===== config.mk =====
export PLATFORM = sky130hd
export DESIGN_NAME = load_store_unit
export DESIGN_NICKNAME = d
export VERILOG_FILES = /design/src/rtl/load_store_unit.sv
export SDC_FILE = /design/constraint.sdc
export NUM_CORES = 1
export LEC_CHECK = 0
export ABC_AREA = 1
export BUFFER_PORTS_ARGS = -buffer_cell sky130_fd_sc_hd__buf_2
export CORE_MARGIN = 4
export CORE_UTILIZATION = 40
export DETAILED_ROUTE_END_ITERATION = 7
export PLACE_DENSITY = 0.72
export SLEW_MARGIN = 10
export SYNTH_ARGS = -nofsm -noshare
export SYNTH_HDL_FRONTEND = slang
export SYNTH_SLANG_ARGS = --single-unit

===== constraint.sdc =====
create_clock -name CLK -period 1.6 [get_ports CLK]
set_input_delay 0.32 -clock CLK [delete_from_list [all_inputs] [get_ports CLK]]
set_output_delay 0.32 -clock CLK [all_outputs]
set_load 0.05 [all_outputs]

===== src/rtl/load_store_unit.sv =====
// Load/store unit: turns one load or store request into a single-beat data-memory access.
// Latency: DONE 2 cycles after REQ when ACK comes in the first ACCESS cycle; a rejected request gives DONE 1 cycle after REQ.
// Backpressure: REQ is only sampled in IDLE. The memory stalls the access by withholding D_MEM_ACK for up to MAX_WAIT cycles.
//
// Ports:
//   CLK, RSTn           clock, synchronous active-low reset
//   REQ, WE, FUNCT3,    request strobe, store/load select, size/sign code,
//   ADDR, WDATA         byte address and right-aligned store data (latched with REQ)
//   BUSY, DONE, ERR,    status: busy outside IDLE, one-cycle completion pulse, error flag
//   RDATA               extended load result (0 for stores and errors)
//   D_MEM_*             data-memory port: active-low CSN/WEN, byte lanes, word address,
//                       lane-aligned store data, load data and ACK
module load_store_unit #(
   parameter int unsigned MAX_WAIT = 15
) (
   input  logic        CLK,
   input  logic        RSTn,
   input  logic        REQ,
   input  logic        WE,
   input  logic [2:0]  FUNCT3,
   input  logic [31:0] ADDR,
   input  logic [31:0] WDATA,
   output logic        BUSY,
   output logic        DONE,
   output logic [31:0] RDATA,
   output logic        ERR,
   output logic        D_MEM_CSN,
   output logic        D_MEM_WEN,
   output logic [3:0]  D_MEM_BE,
   output logic [31:0] D_MEM_ADDR,
   output logic [31:0] D_MEM_DOUT,
   input  logic [31:0] D_MEM_DI,
   input  logic        D_MEM_ACK
);

   // The access times out in the cycle where the counter shows MAX_WAIT-1:
   // that is the MAX_WAIT-th ACCESS cycle without ACK.
   localparam logic [7:0] WAIT_LAST = 8'(MAX_WAIT - 1);

   typedef enum logic [1:0] {
      ST_IDLE   = 2'd0,
      ST_ACCESS = 2'd1,
      ST_RESP   = 2'd2
   } state_t;

   // Request fields that are still needed after IDLE (load extraction, WEN)
   typedef struct packed {
      logic       we;
      logic [2:0] funct3;
      logic [1:0] addr_lo;
   } req_t;

   state_t      state;
   state_t      state_nxt;
   req_t        req_q;
   logic [3:0]  be_q;
   logic [7:0]  wait_cnt;

   logic        req_err;
   logic [3:0]  be_nxt;
   logic [31:0] dout_nxt;
   logic [31:0] lane_dat;
   logic [31:0] load_dat;
   logic        timeout;

   // ------------------------------------------------------------------
   // Request decode, done on the live inputs while in IDLE
   // ------------------------------------------------------------------

   // Rejects reserved codes, unsigned stores and misaligned halves/words.
   always_comb begin
      req_err = 1'b0;
      case (FUNCT3)
         3'b000:  req_err = 1'b0;
         3'b001:  req_err = ADDR[0];
         3'b010:  req_err = (ADDR[1:0] != 2'b00);
         3'b100:  req_err = WE;
         3'b101:  req_err = WE | ADDR[0];
         default: req_err = 1'b1;
      endcase
   end

   // Byte lanes and lane-replicated store data. Loads use the same lanes.
   always_comb begin
      be_nxt   = 4'b1111;
      dout_nxt = WDATA;
      case (FUNCT3[1:0])
         2'b00: begin
            be_nxt   = 4'b0001 << ADDR[1:0];
            dout_nxt = {4{WDATA[7:0]}};
         end
         2'b01: begin
            be_nxt   = 4'b0011 << ADDR[1:0];
            dout_nxt = {2{WDATA[15:0]}};
         end
         default: begin
            be_nxt   = 4'b1111;
            dout_nxt = WDATA;
         end
      endcase
   end

   // ------------------------------------------------------------------
   // Load extraction from the memory word, using the latched request
   // ------------------------------------------------------------------

   // Move the addressed byte/half down to bit 0 before extending.
   assign lane_dat = D_MEM_DI >> {req_q.addr_lo, 3'b000};

   always_comb begin
      load_dat = lane_dat;
      case (req_q.funct3)
         3'b000:  load_dat = {{24{lane_dat[7]}}, lane_dat[7:0]};
         3'b001:  load_dat = {{16{lane_dat[15]}}, lane_dat[15:0]};
         3'b100:  load_dat = {24'd0, lane_dat[7:0]};
         3'b101:  load_dat = {16'd0, lane_dat[15:0]};
         default: load_dat = lane_dat;
      endcase
   end

   assign timeout = (wait_cnt == WAIT_LAST);

   // ------------------------------------------------------------------
   // FSM
   // ------------------------------------------------------------------

   always_ff @(posedge CLK) begin
      if (!RSTn) begin
         state <= ST_IDLE;
      end else begin
         state <= state_nxt;
      end
   end

   always_comb begin
      state_nxt = state;
      BUSY      = 1'b1;
      DONE      = 1'b0;
      D_MEM_CSN = 1'b1;
      D_MEM_WEN = 1'b1;
      D_MEM_BE  = 4'b0000;
      case (state)
         ST_IDLE: begin
            BUSY = 1'b0;
            if (REQ) begin
               state_nxt = req_err ? ST_RESP : ST_ACCESS;
            end
         end
         ST_ACCESS: begin
            D_MEM_CSN = 1'b0;
            D_MEM_WEN = ~req_q.we;
            D_MEM_BE  = be_q;
            // ACK is checked first so a reply in the final allowed cycle still succeeds.
            if (D_MEM_ACK || timeout) begin
               state_nxt = ST_RESP;
            end
         end
         ST_RESP: begin
            DONE = 1'b1;
            // REQ is deliberately ignored here; a held REQ is taken again from IDLE.
            state_nxt = ST_IDLE;
         end
         default: begin
            state_nxt = ST_IDLE;
         end
      endcase
   end

   // ------------------------------------------------------------------
   // Datapath registers
   // ------------------------------------------------------------------

   // RDATA/ERR change only on the edge into RESP and hold until the next one.
   // The memory address and store data are registered at REQ time, so they
   // stay constant for the whole of ACCESS.
   always_ff @(posedge CLK) begin
      if (!RSTn) begin
         req_q      <= '0;
         be_q       <= 4'b0000;
         wait_cnt   <= 8'd0;
         RDATA      <= 32'd0;
         ERR        <= 1'b0;
         D_MEM_ADDR <= 32'd0;
         D_MEM_DOUT <= 32'd0;
      end else begin
         case (state)
            ST_IDLE: begin
               if (REQ) begin
                  req_q.we      <= WE;
                  req_q.funct3  <= FUNCT3;
                  req_q.addr_lo <= ADDR[1:0];
                  be_q          <= be_nxt;
                  D_MEM_ADDR    <= {ADDR[31:2], 2'b00};
                  D_MEM_DOUT    <= dout_nxt;
                  wait_cnt      <= 8'd0;
                  if (req_err) begin
                     ERR   <= 1'b1;
                     RDATA <= 32'd0;
                  end
               end
            end
            ST_ACCESS: begin
               if (D_MEM_ACK) begin
                  ERR   <= 1'b0;
                  RDATA <= req_q.we ? 32'd0 : load_dat;
               end else begin
                  wait_cnt <= wait_cnt + 8'd1;
                  if (timeout) begin
                     ERR   <= 1'b1;
                     RDATA <= 32'd0;
                  end
               end
            end
            default: begin
            end
         endcase
      end
   end

endmodule


==> flow_metrics.tcl <==
set metrics [dict create \
    max_freq_mhz 650.1 \
    via_per_inst 4.980 \
    ant_nets 0 \
    finalCritPeriodShare_pct 96.13 \
    synthCells 757 \
    hold_depth 3 \
    syn_area_per_cell_um2 6.996 \
    core_area_um2 12770 \
    cts_buffers 17 \
    drc 0 \
    drt_pass1_iterations 5 \
    cp_slowest_cell "dfxtp_4" \
    worstSetupPathType "flip-flop to output pin" \
    grt_overflow_total 0 \
    synth-edff-count 0 \
    wirelength_um 17020 \
    total_power_uw 9478 \
    drv_slew 0 \
    startpoint_type "flip-flop" \
    synth_area_leaders "dfxtp_1 43%, nand2_1 13%, nor2_1 8.5%" \
    setup_tns_ps 0 \
    dieHeight_um 123.1 \
    clock_latency_ps 420 \
    final_cells 1155 \
    hold_violations 0 \
    start_util_pct 41.46 \
    yosys_warnings 0 \
    die-width_um 123.1 \
    grt_pass1_wl_um 26520 \
    yosysSeqAreaShare_pct 43.47 \
    yosysTopAreaCellShare_pct 43.47 \
    p_leak_uw 0.003536 \
    finalSetupViolCount 0 \
    area_delta_synth_final_pct 39.92 \
    place_area_um2 6570 \
    grt_util_all_layers_pct 22.19 \
    cts_hold_buf 0 \
    synth_common_cells "184 x nand2_1, 120 x nor2_1, 115 x dfxtp_1" \
    skew_ps 9.382 \
    drive_gt1_share_pct 31.84 \
    synthFlopType "dfxtp_1" \
    fin_crit_ps 1538 \
    ios 209 \
    synthMostInstantiatedCell "nand2_1" \
    dpl_worst_slack_ps 174.0 \
    port_buffers 206 \
    fin_ws_ps 61.85 \
    path_max_fanout 4 \
    rsz0062_at_grt "false" \
    drv_cap 0 \
    detail_route.wl_per_cell_um 14.74 \
    ir_drop_v 0.0009253 \
    die-area_um2 15150 \
    antennaDiodeCount 0 \
    required_ps 1280 \
    clkSlewWorstSetupHoldPaths_ps 60 \
    grt_max_degree 61 \
    reg2reg_depth 8 \
    vias 5752 \
    syn_area_um2 5296 \
    powerDensity_nw_per_um2 1279 \
    ys_types 33 \
    antenna_found_initial 3 \
    crit_arrival_ps 1220 \
    ys_async_sr_fraction_pct 0 \
    nNetsFinal 1076 \
    cts_tree "built" \
    row_count 41 \
    place.gp.congestion 0.8962 \
    slowest_delay_ps 400 \
    placedCellCount 1115 \
    hpwl_um 12240 \
    first_iter_violations 293 \
    ctsLongestPathBuffers 2 \
    yosys_register_bits 115 \
    hold_class "input pin to flip-flop" \
    ctsRootBufferMaster "clkbuf_16" \
    design_area_um2 7411 \
    synth_top_area_cell "dfxtp_1" \
    end_kind "output pin" \
    first_global_vias 5505 \
    status "finished clean" \
    htreeDepth 4 \
    clock_sinks 115 \
    crit_chain "inv_4 > nor2_4 > nand2_2 > buf_6" \
]
## power breakdown
group | total [uW] | leakage, uW | internal (uW) | switching [uW]
clock | 4230 | 0.000310 | 2770 | 1450
combinational | 2060 | 0.00228 | 604 | 1460
sequential | 3190 | 0.000945 | 3070 | 119
total | 9480 | 0.00354 | 6450 | 3030
## layout by cell type (no fill, tap or decap), drive strengths merged, types with 3 or more instances in the layout
| cell | n |
|---|---|
| a22o | 3 |
| a21boi | 7 |
| clkbuf | 18 |
| dfxtp | 115 |
| a31oi | 7 |
| clkinv | 6 |
| clkinvlp | 3 |
| a21oi | 69 |
| inv | 49 |
| nand3 | 36 |
| o211ai | 7 |
| nor2 | 127 |
| nand4 | 3 |
| o22ai | 4 |
| bufinv | 5 |
| buf | 238 |
| nand2 | 186 |
| o21ai | 91 |
## cells by family (layout without fill, tap and decap cells)
| group | after synthesis | after routing | share of synthesized area [%] |
|---|---|---|---|
| flops | 115 | 115 | 43.47 |
| simple gates | 355 | 355 | 27.85 |
| fa+ha+maj | 2 | 2 | 0.4724 |
| buf+inv | 94 | 319 | 8.245 |
| other cells | 1 | 2 | 0.07080 |
| compound gates | 190 | 190 | 19.89 |
## layer usage
| layer | share of wire [%] | wire, um | track usage (%) | vias up |
|---|---|---|---|---|
| li1 | - | - | - | 2894 |
| met1 | 40 | 6828 | 26.29 | 2590 |
| met2 | 48 | 8132 | 36.76 | 228 |
| met3 | 9.6 | 1637 | 8.143 | 34 |
| met4 | 2.3 | 385 | 8.443 | 6 |
| met5 | 0.22 | 37 | 0 | - |
## worst paths after layout
path	from	endpoint	slack [ps]
min	WDATA[26]	D_MEM_DOUT[26]	120
max	state[0]	D_MEM_WEN	60
max reg2reg	state[1]	D_MEM_DOUT[17]	140
min reg2reg	ERR	ERR	450
## flip-flops by register name, summed over array words and instances (netlist names)
signal,count
state,2
be_q,4
req_q,6
wait_cnt,8
RDATA,32
D_MEM_DOUT,32
ERR,1
D_MEM_ADDR,30
## cell type report
class | count | area [um^2]
flip-flops and latches | 115 | 2307
well taps | 172 | 215.2
repair buffers | 239 | 1428
inverters | 48 | 185.2
multi-input cells | 549 | 2620
clock inverters | 15 | 230.2
fillers | 1219 | 5363
clock buffers | 17 | 425.4
## critical path: cells and delay by family, from the launching register on
family,cells,cell delay (ps)
flops,1,400
buf+inv,2,210
simple gates,2,190
## stage by stage
step | hold WS, ps | util (%)
2_1_floorplan | 436.1 | -
3_3_place_gp | 445.7 | 51.43
3_5_place_dp | 445.7 | 51.43
4_1_cts | 102.3 | 56.99
5_1_grt | 145.7 | 58.02
6_report | 122.6 | 58.02
## repair_timing
item,in CTS,in global routing
resized for setup,16,19
pin swaps,0,3
gates cloned,0,1
endpoints found under the setup margin,7,18
buffers inserted,1,6
endpoints found under the hold margin,0,0
Power figures use the tool's default switching activity.
